## src/rtl/vga_timing.sv

```systemverilog
// vga_timing: parameterised VGA raster generator with registered sync, enable, position and pulse outputs
module vga_timing #(
  parameter int H_ACTIVE = 640,
  parameter int H_FP     = 16,
  parameter int H_SYNC   = 96,
  parameter int H_BP     = 48,
  parameter int V_ACTIVE = 480,
  parameter int V_FP     = 10,
  parameter int V_SYNC   = 2,
  parameter int V_BP     = 33,
  parameter int SYNC_POL = 0
) (
  input  logic       pix_clk,
  input  logic       prst,
  output logic       hsync,
  output logic       vsync,
  output logic       de,
  output logic [9:0] x,
  output logic [9:0] y,
  output logic       line_start,
  output logic       frame_start,
  output logic       vblank_start
);
  localparam int H_TOTAL = H_ACTIVE + H_FP + H_SYNC + H_BP;
  localparam int V_TOTAL = V_ACTIVE + V_FP + V_SYNC + V_BP;
  localparam logic POL = (SYNC_POL != 0);
  if (H_TOTAL > 1024 || V_TOTAL > 1024) begin : g_bad_total
    $error("vga_timing: H_TOTAL and V_TOTAL must not exceed 1024");
  end
  localparam logic [1:0] HS_ACT = 2'd0, HS_FP = 2'd1, HS_SYN = 2'd2, HS_BP = 2'd3;
  localparam logic [1:0] VS_ACT = 2'd0, VS_FP = 2'd1, VS_SYN = 2'd2, VS_BP = 2'd3;
  localparam logic [9:0] H_A_END = 10'(H_ACTIVE - 1);
  localparam logic [9:0] H_F_END = 10'(H_ACTIVE + H_FP - 1);
  localparam logic [9:0] H_S_END = 10'(H_ACTIVE + H_FP + H_SYNC - 1);
  localparam logic [9:0] H_T_END = 10'(H_TOTAL - 1);
  localparam logic [9:0] V_A_END = 10'(V_ACTIVE - 1);
  localparam logic [9:0] V_F_END = 10'(V_ACTIVE + V_FP - 1);
  localparam logic [9:0] V_S_END = 10'(V_ACTIVE + V_FP + V_SYNC - 1);
  localparam logic [9:0] V_T_END = 10'(V_TOTAL - 1);
  localparam logic [9:0] V_BLANK = 10'(V_ACTIVE);
  logic [9:0] h_cnt_q, h_cnt_d, v_cnt_q, v_cnt_d;
  logic [1:0] h_st_q, h_st_d, v_st_q, v_st_d;
  logic       h_wrap, v_wrap;
  logic       hsync_q, hsync_d, vsync_q, vsync_d, de_q, de_d;
  logic [9:0] x_q, x_d, y_q, y_d;
  logic       line_start_q, line_start_d, frame_start_q, frame_start_d, vblank_start_q, vblank_start_d;
  always_comb begin
    h_wrap = h_cnt_q == H_T_END;
    v_wrap = v_cnt_q == V_T_END;
    h_cnt_d = h_wrap ? '0 : h_cnt_q + 10'd1;
    v_cnt_d = !h_wrap ? v_cnt_q : v_wrap ? '0 : v_cnt_q + 10'd1;
    h_st_d = (h_st_q == HS_ACT && h_cnt_q == H_A_END) ? HS_FP  :
             (h_st_q == HS_FP  && h_cnt_q == H_F_END) ? HS_SYN :
             (h_st_q == HS_SYN && h_cnt_q == H_S_END) ? HS_BP  :
             (h_st_q == HS_BP  && h_wrap)             ? HS_ACT : h_st_q;
    // vertical phase only advances on the last pixel of a line
    v_st_d = !h_wrap ? v_st_q :
             (v_st_q == VS_ACT && v_cnt_q == V_A_END) ? VS_FP  :
             (v_st_q == VS_FP  && v_cnt_q == V_F_END) ? VS_SYN :
             (v_st_q == VS_SYN && v_cnt_q == V_S_END) ? VS_BP  :
             (v_st_q == VS_BP  && v_wrap)             ? VS_ACT : v_st_q;
    de_d           = h_st_q == HS_ACT && v_st_q == VS_ACT;
    hsync_d        = (h_st_q == HS_SYN) ? POL : !POL;
    vsync_d        = (v_st_q == VS_SYN) ? POL : !POL;
    x_d            = h_cnt_q;
    y_d            = v_cnt_q;
    line_start_d   = h_cnt_q == '0;
    frame_start_d  = line_start_d && v_cnt_q == '0;
    vblank_start_d = line_start_d && v_cnt_q == V_BLANK;
  end
  always_ff @(posedge pix_clk) begin
    if (prst) begin
      h_cnt_q        <= '0;
      v_cnt_q        <= '0;
      h_st_q         <= HS_ACT;
      v_st_q         <= VS_ACT;
      de_q           <= 1'b0;
      hsync_q        <= !POL;
      vsync_q        <= !POL;
      x_q            <= '0;
      y_q            <= '0;
      line_start_q   <= 1'b0;
      frame_start_q  <= 1'b0;
      vblank_start_q <= 1'b0;
    end else begin
      h_cnt_q        <= h_cnt_d;
      v_cnt_q        <= v_cnt_d;
      h_st_q         <= h_st_d;
      v_st_q         <= v_st_d;
      de_q           <= de_d;
      hsync_q        <= hsync_d;
      vsync_q        <= vsync_d;
      x_q            <= x_d;
      y_q            <= y_d;
      line_start_q   <= line_start_d;
      frame_start_q  <= frame_start_d;
      vblank_start_q <= vblank_start_d;
    end
  end
  assign hsync        = hsync_q;
  assign vsync        = vsync_q;
  assign de           = de_q;
  assign x            = x_q;
  assign y            = y_q;
  assign line_start   = line_start_q;
  assign frame_start  = frame_start_q;
  assign vblank_start = vblank_start_q;
  function automatic logic [1:0] phase(input int c, input int a, input int f, input int s);
    return c < a ? 2'd0 : c < a + f ? 2'd1 : c < a + f + s ? 2'd2 : 2'd3;
  endfunction
  // phase registers must always match the phase implied by the counters
  assert property (@(posedge pix_clk) disable iff (prst)
    h_st_q == phase(int'(h_cnt_q), H_ACTIVE, H_FP, H_SYNC) &&
    v_st_q == phase(int'(v_cnt_q), V_ACTIVE, V_FP, V_SYNC));
endmodule

```

## config.mk

```make
export PLATFORM = sky130hd
export DESIGN_NAME = vga_timing
export DESIGN_NICKNAME = d
export VERILOG_FILES = /design/src/rtl/vga_timing.sv
export SDC_FILE = /design/constraint.sdc
export NUM_CORES = 1
export LEC_CHECK = 0
export BUFFER_PORTS_ARGS = -buffer_cell sky130_fd_sc_hd__buf_2
export CAP_MARGIN = 20
export CORE_MARGIN = 2
export CORE_UTILIZATION = 42
export DETAILED_ROUTE_END_ITERATION = 16
export GPL_TIMING_DRIVEN = 0
export SETUP_SLACK_MARGIN = 0.02
export SLEW_MARGIN = 5
export SYNTH_ARGS = -nofsm -noshare
export SYNTH_HDL_FRONTEND = slang
export SYNTH_SLANG_ARGS = --single-unit
```

## constraint.sdc

```tcl
create_clock -name pix_clk -period 6.2 [get_ports pix_clk]
set_input_delay 1.24 -clock pix_clk [delete_from_list [all_inputs] [get_ports pix_clk]]
set_output_delay 1.24 -clock pix_clk [all_outputs]
set_load 0.02 [all_outputs]
```

==> run_results.csv <==
group,metric,value,unit
status,outcome,"completed",
clock_tree,cts.path.max_buffers,2,
final_layout,finalInstanceArea,2420,sq um
worst_setup_path,path_class,"flop to flop",
power_and_ir_drop,pwr-share-clk,0.443,
floorplanning,core_area,4720,sq um
logic_synthesis,synth-seq-cells,50,
logic_synthesis,postSynth.asyncResetShare,0,
power_and_ir_drop,p_per_area,263,nW/um^2
clock_tree,postCtsHoldBufs,0,
floorplanning,start_util,0.435,
timing,slew_headroom,0.611,
placed_design,dp_hpwl,3060,um
timing,fmax,456,MHz
power_and_ir_drop,switchingPower,0.130,mW
worst_setup_path,crit_path_end_kind,"flop",
flow_run,cap_violations,0,
power_and_ir_drop,finalPower,0.635,mW
routing,wl_per_cell,13.8,um
timing,finalHoldViolCount,0,
placed_design,port_buffers,27,
global_route,grt_pass1_wl,7090,um
final_layout,area.growth.synth_to_final,17.6,%
floorplanning,ioPinCount,28,
final_layout,drive_above_1_share,0.164,
worst_hold_path,min_path_type,"flop to flop",
timing,holdWs,0.500,ns
routing,drt_iter0_drc,108,
clock_tree,cts_tree,"built",
logic_synthesis,ys_seq_area_frac,0.487,
routing,viasPerCell,5.16,
power_and_ir_drop,p_seq_frac,0.519,
final_layout,layout_commonest_cell,"dfxtp_1",
logic_synthesis,synth_edf_count,0,
routing,num_vias,1666,
timing,tns,0,ns
clock_tree,clock_latency,0.31,ns
floorplanning,die_y,74.0,um
power_and_ir_drop,p_comb_frac,0.038,
power_and_ir_drop,intPower,0.506,mW
placed_design,gp_congestion,0.837,
worst_setup_path,crit_fanout,10,
routing,drt-total-wl,4470,um
global_route,antenna_found_initial,0,
power_and_ir_drop,power_switching_share,0.204,
global_route,grt-ovfl-total,0,
final_layout,diodes,0,
power_and_ir_drop,leakage,0.945,nW
logic_synthesis,synthCells,221,
logic_synthesis,ys_warn_count,0,
clock_tree,postCtsSetupBuffers,0,
placed_design,placed_area,2280,sq um
worst_setup_path,arrival,2.43,ns
clock_tree,path_clk_slew,0.09,ns
floorplanning,dieArea,5470,sq um
global_route,grtUsageTotal,0.173,
clock_tree,cts-root-buf,"clkbuf_8",
clock_tree,cts_buffers,5,
clock_tree,cts_num_sinks,50,
routing,first_pass_iters,4,
routing,ant_nets,0,
logic_synthesis,synth_cell_type_count,41,
global_route,grt_max_degree,16,
final_layout,layout.nets,262,
timing,setup_viol,0,
timing,min_period,2.19,ns
floorplanning,die_w,74.0,um
worst_setup_path,crit_required,6.44,ns
logic_synthesis,synth_top_flop_cell,"dfxtp_1",
final_layout,fill_cells,467,
final_layout,mostFrequentLayoutCells,"50 x dfxtp_1, 28 x buf_2, 19 x nor2b_1",
logic_synthesis,syn_area_per_cell,9.31,sq um
routing,drc,0,
timing,min_period_over_period,0.354,
timing,worstMarginPinSlew,0.583,ns
logic_synthesis,syn_nets,228,
global_route,first_global_vias,1450,
timing,rsz0062_at_grt,"no",
power_and_ir_drop,ir_worst_vdd,0.134,mV
clock_tree,post_cts_resized,0,
worst_setup_path,crit_path_start_kind,"flop",
timing,finClkSkew,0.00525,ns
logic_synthesis,synthesis.area,2060,sq um
clock_tree,htreeDepth,2,
floorplanning,rows,25,
timing,slew_violations,0,
-- worst max-delay path: stages (launching register included) --
cell and delay [ns]:
dfxtp_1 0.45, nor3b_2 0.42, nand3_1 0.46, or4_1 0.64
a21oi_1 0.16
-- routing by layer --
metal / vias to the layer above / wire, um / global-route usage
li1: 849 / - / -
met1: 763 / 2240 / 0.239
met2: 48 / 1930 / 0.258
met3: 6 / 243 / 0.0474
met4: 0 / 59 / 0.0667
met5: - / 0 / 0
-- synthesized netlist by cell type (2+ instances only) --
library cell / count / area [sq um]
nor3_1: 9 / 45.0
nor2b_1: 19 / 119
ha_1: 5 / 62.6
dfxtp_1: 50 / 1000
nand2_1: 17 / 63.8
or4_1: 6 / 45.0
a21oi_1: 12 / 60.1
a311oi_1: 2 / 17.5
nand4_1: 5 / 31.3
xnor2_1: 4 / 35.0
clkbuf_1: 8 / 30.0
o31ai_1: 3 / 22.5
buf_1: 2 / 7.51
nor4b_1: 5 / 43.8
nor2_1: 14 / 52.6
nor4_1: 2 / 12.5
inv_1: 8 / 30.0
or3_1: 2 / 12.5
nand3_1: 12 / 60.1
and3_1: 8 / 50.1
xor2_1: 5 / 43.8
o21ai_0: 4 / 20.0
-- flip-flops by register name (all words and copies together), names as in the netlist, 2 cells and up --
register	cells
h_cnt_q	10
v_cnt_q	10
x	10
y	10
h_st_q	2
v_st_q	2
-- path summary, 6_finish.rpt --
| path | depth (start not counted) | slack (ns) | endpoint | start |
|---|---|---|---|---|
| hold / removal | 1 | 0.50 | hsync$_SDFF_PP1_ | h_st_q[1]$_SDFFE_PP0P_ |
| setup / recovery | 4 | 4.01 | v_cnt_q[9]$_SDFFE_PP0P_ | h_cnt_q[9]$_SDFF_PP0_ |
| setup reg to reg | 4 | 4.01 | v_cnt_q[9]$_SDFFE_PP0P_ | h_cnt_q[9]$_SDFF_PP0_ |
| hold reg to reg | 1 | 0.50 | hsync$_SDFF_PP1_ | h_st_q[1]$_SDFFE_PP0P_ |
-- power groups by stage --
| stage | registers (mW) | logic [mW] | clock network (mW) |
|---|---|---|---|
| 2_1_floorplan | 0.341 | 0.0123 | 0 |
| 3_5_place_dp | 0.337 | 0.0243 | 0 |
| 5_1_grt | 0.331 | 0.0272 | 0.297 |
| 6_report | 0.330 | 0.0242 | 0.281 |
| 4_1_cts | 0.330 | 0.0245 | 0.285 |
| 3_3_place_gp | 0.337 | 0.0244 | 0 |
-- kinds of logic after synthesis --
logic type,Yosys count,synth area share
AO/OA/AOI/OAI,29,0.103
XOR/XNOR,9,0.0383
adder cells (fa/ha/maj),5,0.0304
buffers and inverters,20,0.0408
flip-flops,50,0.487
AND/OR/NAND/NOR,108,0.300
-- through the flow --
step	utilization	cells	setup slack [ns]
CTS	0.512	323	4.03
global route	0.512	323	3.86
floorplan	-	221	4.20
global placement	0.482	315	3.75
finish	0.512	323	4.01
detailed placement	0.482	315	3.75
-- final cells by class --
type / count / area, sq um / share of cell area
well taps: 67 / 83.8 / 0.0347
clock inverters: 2 / 60.1 / 0.0248
clock buffers: 6 / 82.6 / 0.0341
multi-input cells: 151 / 972 / 0.402
repair buffers: 27 / 135 / 0.0559
flip-flops and latches: 50 / 1000 / 0.414
plain buffers: 12 / 53.8 / 0.0222
inverters: 8 / 30.0 / 0.0124
Power figures use the tool's default switching activity.
